### src/rtl/pp_seq_core_p.sv
`default_nettype none
// ============================================================================
// Module   : pp_seq_core_p
// Brief    : Pulse-sequencer core (TTL lines, delays, trigger waits, loops,
//            PMT gating). Optional single-step: PPSEQ_DEBUG_STEP_EN.
// Revision : 1.0
// ============================================================================
module pp_seq_core_p #(
    parameter int ADDR_W     = 16,
    parameter int DO_WIDTH   = 8,
    parameter int CNT_W      = 32,
    parameter int LOOP_DEPTH = 4
) (
    input  logic                wClk_i,
    input  logic                wReset_i,
    input  logic [ADDR_W-1:0]   wStartAddr_i,
    input  logic                wStartTrig_i,
    input  logic                wStopTrig_i,
`ifdef PPSEQ_DEBUG_STEP_EN
    input  logic                wDebug_i,
    input  logic                wStepTrig_i,
`endif
    output logic                wBusy_o,
    output logic [1:0]          wErr_o,
    output logic [ADDR_W-1:0]   wMemAddr_o,
    input  logic [31:0]         wMem_i,
    output logic [31:0]         wMem_o,
    output logic                wMemWE_o,
    input  logic                wLineTrig_i,
    input  logic                wPMT_i,
    output logic [DO_WIDTH-1:0] rDO_o,
    output logic                rTimeout_o,
    output logic [ADDR_W-1:0]   wPC_o
);

    localparam int SP_W  = $clog2(LOOP_DEPTH + 1);
    localparam int IDX_W = (LOOP_DEPTH > 1) ? $clog2(LOOP_DEPTH) : 1;
    localparam int STK_N = 2 ** IDX_W;

    localparam logic [7:0] c_OP_NOP   = 8'h00;
    localparam logic [7:0] c_OP_SETDO = 8'h01;
    localparam logic [7:0] c_OP_DELAY = 8'h02;
    localparam logic [7:0] c_OP_WAITL = 8'h03;
    localparam logic [7:0] c_OP_LOOP  = 8'h04;
    localparam logic [7:0] c_OP_ENDL  = 8'h05;
    localparam logic [7:0] c_OP_COUNT = 8'h06;
    localparam logic [7:0] c_OP_STW   = 8'h07;
    localparam logic [7:0] c_OP_JMP   = 8'h10;
    localparam logic [7:0] c_OP_STOP  = 8'hFF;

    typedef enum logic [1:0] {
        S_IDLE   = 2'd0,
        S_FETCH  = 2'd1,
        S_DECODE = 2'd2,
        S_WAIT   = 2'd3
    } state_t;

    typedef enum logic [1:0] {
        WK_DELAY = 2'd0,
        WK_LINE  = 2'd1,
        WK_COUNT = 2'd2,
        WK_STEP  = 2'd3
    } wkind_t;

    state_t              state_q, state_d;
    wkind_t              wkind_q, wkind_d;
    logic [ADDR_W-1:0]   pc_q, pc_d;
    logic [CNT_W-1:0]    w_q, w_d;
    logic [DO_WIDTH-1:0] do_q, do_d;
    logic [1:0]          err_q, err_d;
    logic                tmo_q, tmo_d;
    logic [23:0]         wcnt_q, wcnt_d;
    logic                wtimed_q, wtimed_d;
    logic [SP_W-1:0]     sp_q, sp_d;
    logic [ADDR_W-1:0]   stk_addr_q [STK_N];
    logic [ADDR_W-1:0]   stk_addr_d [STK_N];
    logic [23:0]         stk_cnt_q  [STK_N];
    logic [23:0]         stk_cnt_d  [STK_N];

    logic [7:0]          op;
    logic [23:0]         arg;
    logic [IDX_W-1:0]    top_idx;
    logic [IDX_W-1:0]    push_idx;
    logic                stk_full;
    logic                done;
    logic                step_hold;
    logic [ADDR_W-1:0]   mem_addr;
    logic                mem_we;

    assign op       = wMem_i[31:24];
    assign arg      = wMem_i[23:0];
    assign top_idx  = IDX_W'(sp_q - 1'b1);
    assign push_idx = IDX_W'(sp_q);
    assign stk_full = (sp_q == SP_W'(LOOP_DEPTH));

`ifdef PPSEQ_DEBUG_STEP_EN
    assign step_hold = wDebug_i;
`else
    assign step_hold = 1'b0;
`endif

    always_comb begin
        state_d    = state_q;
        wkind_d    = wkind_q;
        pc_d       = pc_q;
        w_d        = w_q;
        do_d       = do_q;
        err_d      = err_q;
        tmo_d      = tmo_q;
        wcnt_d     = wcnt_q;
        wtimed_d   = wtimed_q;
        sp_d       = sp_q;
        stk_addr_d = stk_addr_q;
        stk_cnt_d  = stk_cnt_q;
        mem_addr   = pc_q;
        mem_we     = 1'b0;
        done       = 1'b0;

        case (state_q)
            S_IDLE: begin
                pc_d = wStartAddr_i;
                if (wStartTrig_i) begin
                    state_d = S_FETCH;
                    w_d     = '0;
                    err_d   = 2'b00;
                    tmo_d   = 1'b0;
                    sp_d    = '0;
                end
            end
            S_FETCH: state_d = S_DECODE;
            S_DECODE: begin
                pc_d = pc_q + 1'b1;
                case (op)
                    c_OP_NOP: done = 1'b1;
                    c_OP_SETDO: begin
                        do_d = arg[DO_WIDTH-1:0];
                        done = 1'b1;
                    end
                    c_OP_DELAY: begin
                        // Fetch+decode already account for two cycles
                        if (arg > 24'd2) begin
                            state_d = S_WAIT;
                            wkind_d = WK_DELAY;
                            wcnt_d  = arg - 24'd2;
                        end else begin
                            done = 1'b1;
                        end
                    end
                    c_OP_WAITL: begin
                        state_d  = S_WAIT;
                        wkind_d  = WK_LINE;
                        wcnt_d   = arg;
                        wtimed_d = (arg != 24'd0);
                    end
                    c_OP_LOOP: begin
                        if (stk_full) begin
                            err_d   = 2'b01;
                            state_d = S_IDLE;
                        end else begin
                            stk_addr_d[push_idx] = pc_q + 1'b1;
                            stk_cnt_d[push_idx]  = (arg == 24'd0) ? 24'd0 : arg - 24'd1;
                            sp_d = sp_q + 1'b1;
                            done = 1'b1;
                        end
                    end
                    c_OP_ENDL: begin
                        if (sp_q == '0) begin
                            err_d   = 2'b10;
                            state_d = S_IDLE;
                        end else begin
                            if (stk_cnt_q[top_idx] != 24'd0) begin
                                stk_cnt_d[top_idx] = stk_cnt_q[top_idx] - 24'd1;
                                pc_d = stk_addr_q[top_idx];
                            end else begin
                                sp_d = sp_q - 1'b1;
                            end
                            done = 1'b1;
                        end
                    end
                    c_OP_COUNT: begin
                        w_d     = '0;
                        state_d = S_WAIT;
                        wkind_d = WK_COUNT;
                        wcnt_d  = (arg == 24'd0) ? 24'd1 : arg;
                    end
                    c_OP_STW: begin
                        mem_addr = ADDR_W'(arg);
                        mem_we   = 1'b1;
                        done     = 1'b1;
                    end
                    c_OP_JMP: begin
                        pc_d = ADDR_W'(arg);
                        done = 1'b1;
                    end
                    c_OP_STOP: state_d = S_IDLE;
                    default: begin
                        err_d   = 2'b11;
                        state_d = S_IDLE;
                    end
                endcase
            end
            S_WAIT: begin
                case (wkind_q)
                    WK_DELAY: begin
                        if (wcnt_q == 24'd1) done = 1'b1;
                        else wcnt_d = wcnt_q - 24'd1;
                    end
                    WK_LINE: begin
                        // Trigger takes priority over the final timeout cycle
                        if (wLineTrig_i) begin
                            done = 1'b1;
                        end else if (wtimed_q) begin
                            if (wcnt_q == 24'd1) begin
                                tmo_d = 1'b1;
                                done  = 1'b1;
                            end else begin
                                wcnt_d = wcnt_q - 24'd1;
                            end
                        end
                    end
                    WK_COUNT: begin
                        if (wPMT_i && (w_q != {CNT_W{1'b1}})) w_d = w_q + 1'b1;
                        if (wcnt_q == 24'd1) done = 1'b1;
                        else wcnt_d = wcnt_q - 24'd1;
                    end
                    WK_STEP: begin
`ifdef PPSEQ_DEBUG_STEP_EN
                        if (wStepTrig_i) state_d = S_FETCH;
`else
                        state_d = S_FETCH;
`endif
                    end
                    default: state_d = S_FETCH;
                endcase
            end
            default: state_d = S_IDLE;
        endcase

        if (done) begin
            if (step_hold) begin
                state_d = S_WAIT;
                wkind_d = WK_STEP;
            end else begin
                state_d = S_FETCH;
            end
        end

        // Abort discards the in-flight instruction's side effects
        if (wStopTrig_i) begin
            state_d    = S_IDLE;
            w_d        = w_q;
            do_d       = do_q;
            err_d      = err_q;
            tmo_d      = tmo_q;
            sp_d       = sp_q;
            stk_addr_d = stk_addr_q;
            stk_cnt_d  = stk_cnt_q;
            mem_addr   = pc_q;
            mem_we     = 1'b0;
        end
    end

    always_ff @(posedge wClk_i or posedge wReset_i) begin
        if (wReset_i) begin
            state_q    <= S_IDLE;
            wkind_q    <= WK_DELAY;
            pc_q       <= '0;
            w_q        <= '0;
            do_q       <= '0;
            err_q      <= 2'b00;
            tmo_q      <= 1'b0;
            wcnt_q     <= '0;
            wtimed_q   <= 1'b0;
            sp_q       <= '0;
            stk_addr_q <= '{default: '0};
            stk_cnt_q  <= '{default: '0};
        end else begin
            state_q    <= state_d;
            wkind_q    <= wkind_d;
            pc_q       <= pc_d;
            w_q        <= w_d;
            do_q       <= do_d;
            err_q      <= err_d;
            tmo_q      <= tmo_d;
            wcnt_q     <= wcnt_d;
            wtimed_q   <= wtimed_d;
            sp_q       <= sp_d;
            stk_addr_q <= stk_addr_d;
            stk_cnt_q  <= stk_cnt_d;
        end
    end

    assign wBusy_o    = (state_q != S_IDLE);
    assign wErr_o     = err_q;
    assign wMemAddr_o = mem_addr;
    assign wMem_o     = 32'(w_q);
    assign wMemWE_o   = mem_we;
    assign rDO_o      = do_q;
    assign rTimeout_o = tmo_q;
    assign wPC_o      = pc_q;

endmodule
`default_nettype wire

### config.mk
export PLATFORM = sky130hd
export DESIGN_NAME = pp_seq_core_p
export DESIGN_NICKNAME = d
export VERILOG_FILES = /design/src/rtl/pp_seq_core_p.sv
export SDC_FILE = /design/constraint.sdc
export NUM_CORES = 1
export LEC_CHECK = 0
export CORE_ASPECT_RATIO = 0.8
export CORE_UTILIZATION = 35
export DETAILED_ROUTE_END_ITERATION = 10
export REMOVE_ABC_BUFFERS = 1
export SYNTH_ARGS = -nofsm -noshare
export SYNTH_HDL_FRONTEND = slang
export SYNTH_SLANG_ARGS = --single-unit
### constraint.sdc
create_clock -name wClk_i -period 23.7 [get_ports wClk_i]
set_input_delay 3.555 -clock wClk_i [delete_from_list [all_inputs] [get_ports wClk_i]]
set_output_delay 3.555 -clock wClk_i [all_outputs]
set_load 0.005 [all_outputs]
==> impl_metrics.json <==
{
  "critPathSlowestCell": "or4_1",
  "syn_area_sq_mm": 0.0150,
  "whs_ps": 480,
  "finalCritPeriodShare": 0.428,
  "status": "complete, no violations",
  "ios": 131,
  "path_common_cell": "clkdlybuf4s50_1",
  "vdd_drop_max_mv": 0.0553,
  "fin_area_sq_mm": 0.0176,
  "slew_headroom": 0.190,
  "start_util": 0.356,
  "grt_overflow_total": 0,
  "critPathLaunchType": "input pin",
  "wl_per_cell_microns": 21.9,
  "gr-usage-all-layers": 0.219,
  "use_met1": 0.326,
  "die-area_sq_mm": 0.0436,
  "crit_fanout": 14,
  "cts-buffers-inserted": 28,
  "die_h_microns": 187,
  "nets": 1678,
  "tightest_slew_ps": 1210,
  "p_leak_nw": 7.24,
  "dpl_cell_area_sq_mm": 0.0167,
  "finalNonFillerCells": 2176,
  "grt_max_degree": 112,
  "met2_usage": 0.316,
  "core_area_sq_mm": 0.0420,
  "clockBufferDepth": 3,
  "clk_latency_ps": 570,
  "fmax_mhz": 98.6,
  "rsz0062_at_grt": "no",
  "fin_tns_setup_ps": 0,
  "finalHoldViolations": 0,
  "synth_top_area_frac": 0.420,
  "clkTransAtPathRegs_ps": 70,
  "setup-violations-final": 0,
  "ys_warn_count": 0,
  "ctsResizeCount": 0,
  "path_cells": "clkdlybuf4s50_1, or4_1, nor2_1, nand2_1, nor3_2, buf_4, mux2_2, clkdlybuf4s50_1",
  "rows": 67,
  "layout_common_cells": "dfrtp_1 (250), nand2_1 (170), clkdlybuf4s50_1 (130)",
  "syn_inst": 1538,
  "grt_pass1_vias": 12800,
  "area_growth_pct": 17.8,
  "cp.required_ps": 20150,
  "clock-sinks": 251,
  "drive_gt1_frac": 0.112,
  "pwr_density_cell_mw_per_mm2": 62.6,
  "fin_crit_ps": 10140,
  "final_util": 0.420,
  "firstDrtPassIters": 5,
  "placedCellCount": 2124,
  "cts-root-buf": "clkbuf_16",
  "path_class": "in -> out",
  "final_common_cell": "dfrtp_1",
  "maxCapViolations": 0,
  "place.gp.congestion": 0.933,
  "grt_util_met3": 0.0489,
  "place_hpwl_mm": 32.1,
  "drt_iter0_drc": 1159,
  "ys_async_sr_fraction": 1.00,
  "pre_cts_ws_ps": 13600,
  "antenna_found_initial": 0,
  "crit_family": "simple AND/OR/NAND/NOR gates",
  "p_total_mw": 1.10,
  "hold_buffers": 0,
  "vias": 13000,
  "max_stage_delay_ps": 640,
  "yosys.cell_types.count": 70,
  "post_cts_buffers": 0,
  "worstPathArrival_ps": 6580,
  "synth_edf_count": 0,
  "routed_wl_mm": 47.7,
  "grt_most_used_layer": "met1",
  "ys_seq_area_frac": 0.420,
  "place.port_buffers": 130,
  "syn_avg_cell_area_sq_um": 9.73,
  "synth.area.top_cells": "dfrtp_1 (42%), mux4_2 (6.0%), nand2_1 (4.3%)",
  "slew_violations": 0,
  "end_kind": "output port",
  "routed_via_density": 5.96,
  "synth_top_area_cell": "dfrtp_1",
  "insertedDiodeCount": 0,
  "grt_pass1_wl_mm": 75.0,
  "drc": 0,
  "final.setup_skew_ps": 17.1,
  "synth-seq-cells": 251,
  "ant_nets": 0,
  "hold_path_class": "reg -> reg",
  "final_critical_path_setup_slack_ps": 13560,
  "cts_tree": "yes",
  "critPathBufInv": 3,
  "cts-htree-levels": 1,
  "synthFlopType": "dfrtp_1",
  "die_x_microns": 233
}
## synth_stat cells (18+ instances only)
library cell / n
a21oi_1: 31
a22o_1: 53
a22oi_1: 30
and3_1: 18
clkbuf_1: 96
dfrtp_1: 251
ha_1: 22
inv_1: 25
mux2_2: 51
mux2i_1: 26
mux4_2: 40
nand2_1: 170
nand3_1: 39
nand4_1: 24
nor2_1: 100
nor3_1: 32
nor4_1: 19
o21ai_0: 109
o22ai_1: 74
or3_1: 30
xnor2_1: 47
xor2_1: 52
## cells by family (layout without fill, tap and decap cells)
| kind of cell | count (synthesis) | after routing | share of synthesized area |
|---|---|---|---|
| and+or+nand+nor | 507 | 507 | 0.167 |
| AOI/OAI and AO/OA | 398 | 398 | 0.182 |
| DFF | 251 | 251 | 0.420 |
| buffers and inverters | 144 | 230 | 0.0397 |
| muxes | 117 | 117 | 0.116 |
| xor gates and xnor gates | 99 | 99 | 0.0579 |
| adders and majority gates | 22 | 22 | 0.0184 |
## final cells by class
class,instances,area (sq um)
Fill cell,4019,24400
Inverter,25,101
Tap cell,552,691
Clock inverter,10,113
Timing Repair Buffer,153,1470
Multi-Input combinational cell,1143,8120
Sequential cell,251,6280
Clock buffer,42,845
## worst paths after layout
check	start	endpoint	slack (ps)	cells past startpoint
setup / recovery	wMem_i[27]	wMemAddr_o[0]	13560	8
hold / removal	stk_addr_q[29]	stk_addr_q[29]	480	2
setup reg to reg	sp_q[0]	stk_cnt_q[93]	18290	9
hold reg to reg	stk_addr_q[29]	stk_addr_q[29]	480	2
max in group asynchronous	wReset_i	stk_cnt_q[36]	17870	4
min in group asynchronous	wReset_i	stk_addr_q[43]	3530	2
## sequential cells by signal, summed over array words and instances (netlist names)
signal      flops
wMem_o         32
rDO_o           8
stk_addr_q     64
state_q         2
wErr_o          2
sp_q            3
wPC_o          16
wkind_q         2
stk_cnt_q      96
rTimeout_o      1
wcnt_q         24
wtimed_q        1
## worst reg2reg max path, cell delays in order (launching register included)
cell and delay (ps):
dfrtp_2 520, inv_1 110, ha_2 470, buf_4 600
mux4_2 470, or4_1 720, or4_4 670, or2_0 420
a32oi_4 1030, o21ai_0 230
## power by group
part	switching [mW]	internal, mW	total (mW)
logic	0.0939	0.0816	0.175
clock network	0.188	0.268	0.455
registers	0.0276	0.446	0.474
total	0.309	0.795	1.10
## layer usage
metal	part of all wire	routed length [microns]
met3	0.085	4040
met1	0.46	22000
met2	0.43	20300
met5	0	0
met4	0.028	1340
No activity file was read; power rests on OpenSTA's default activity.
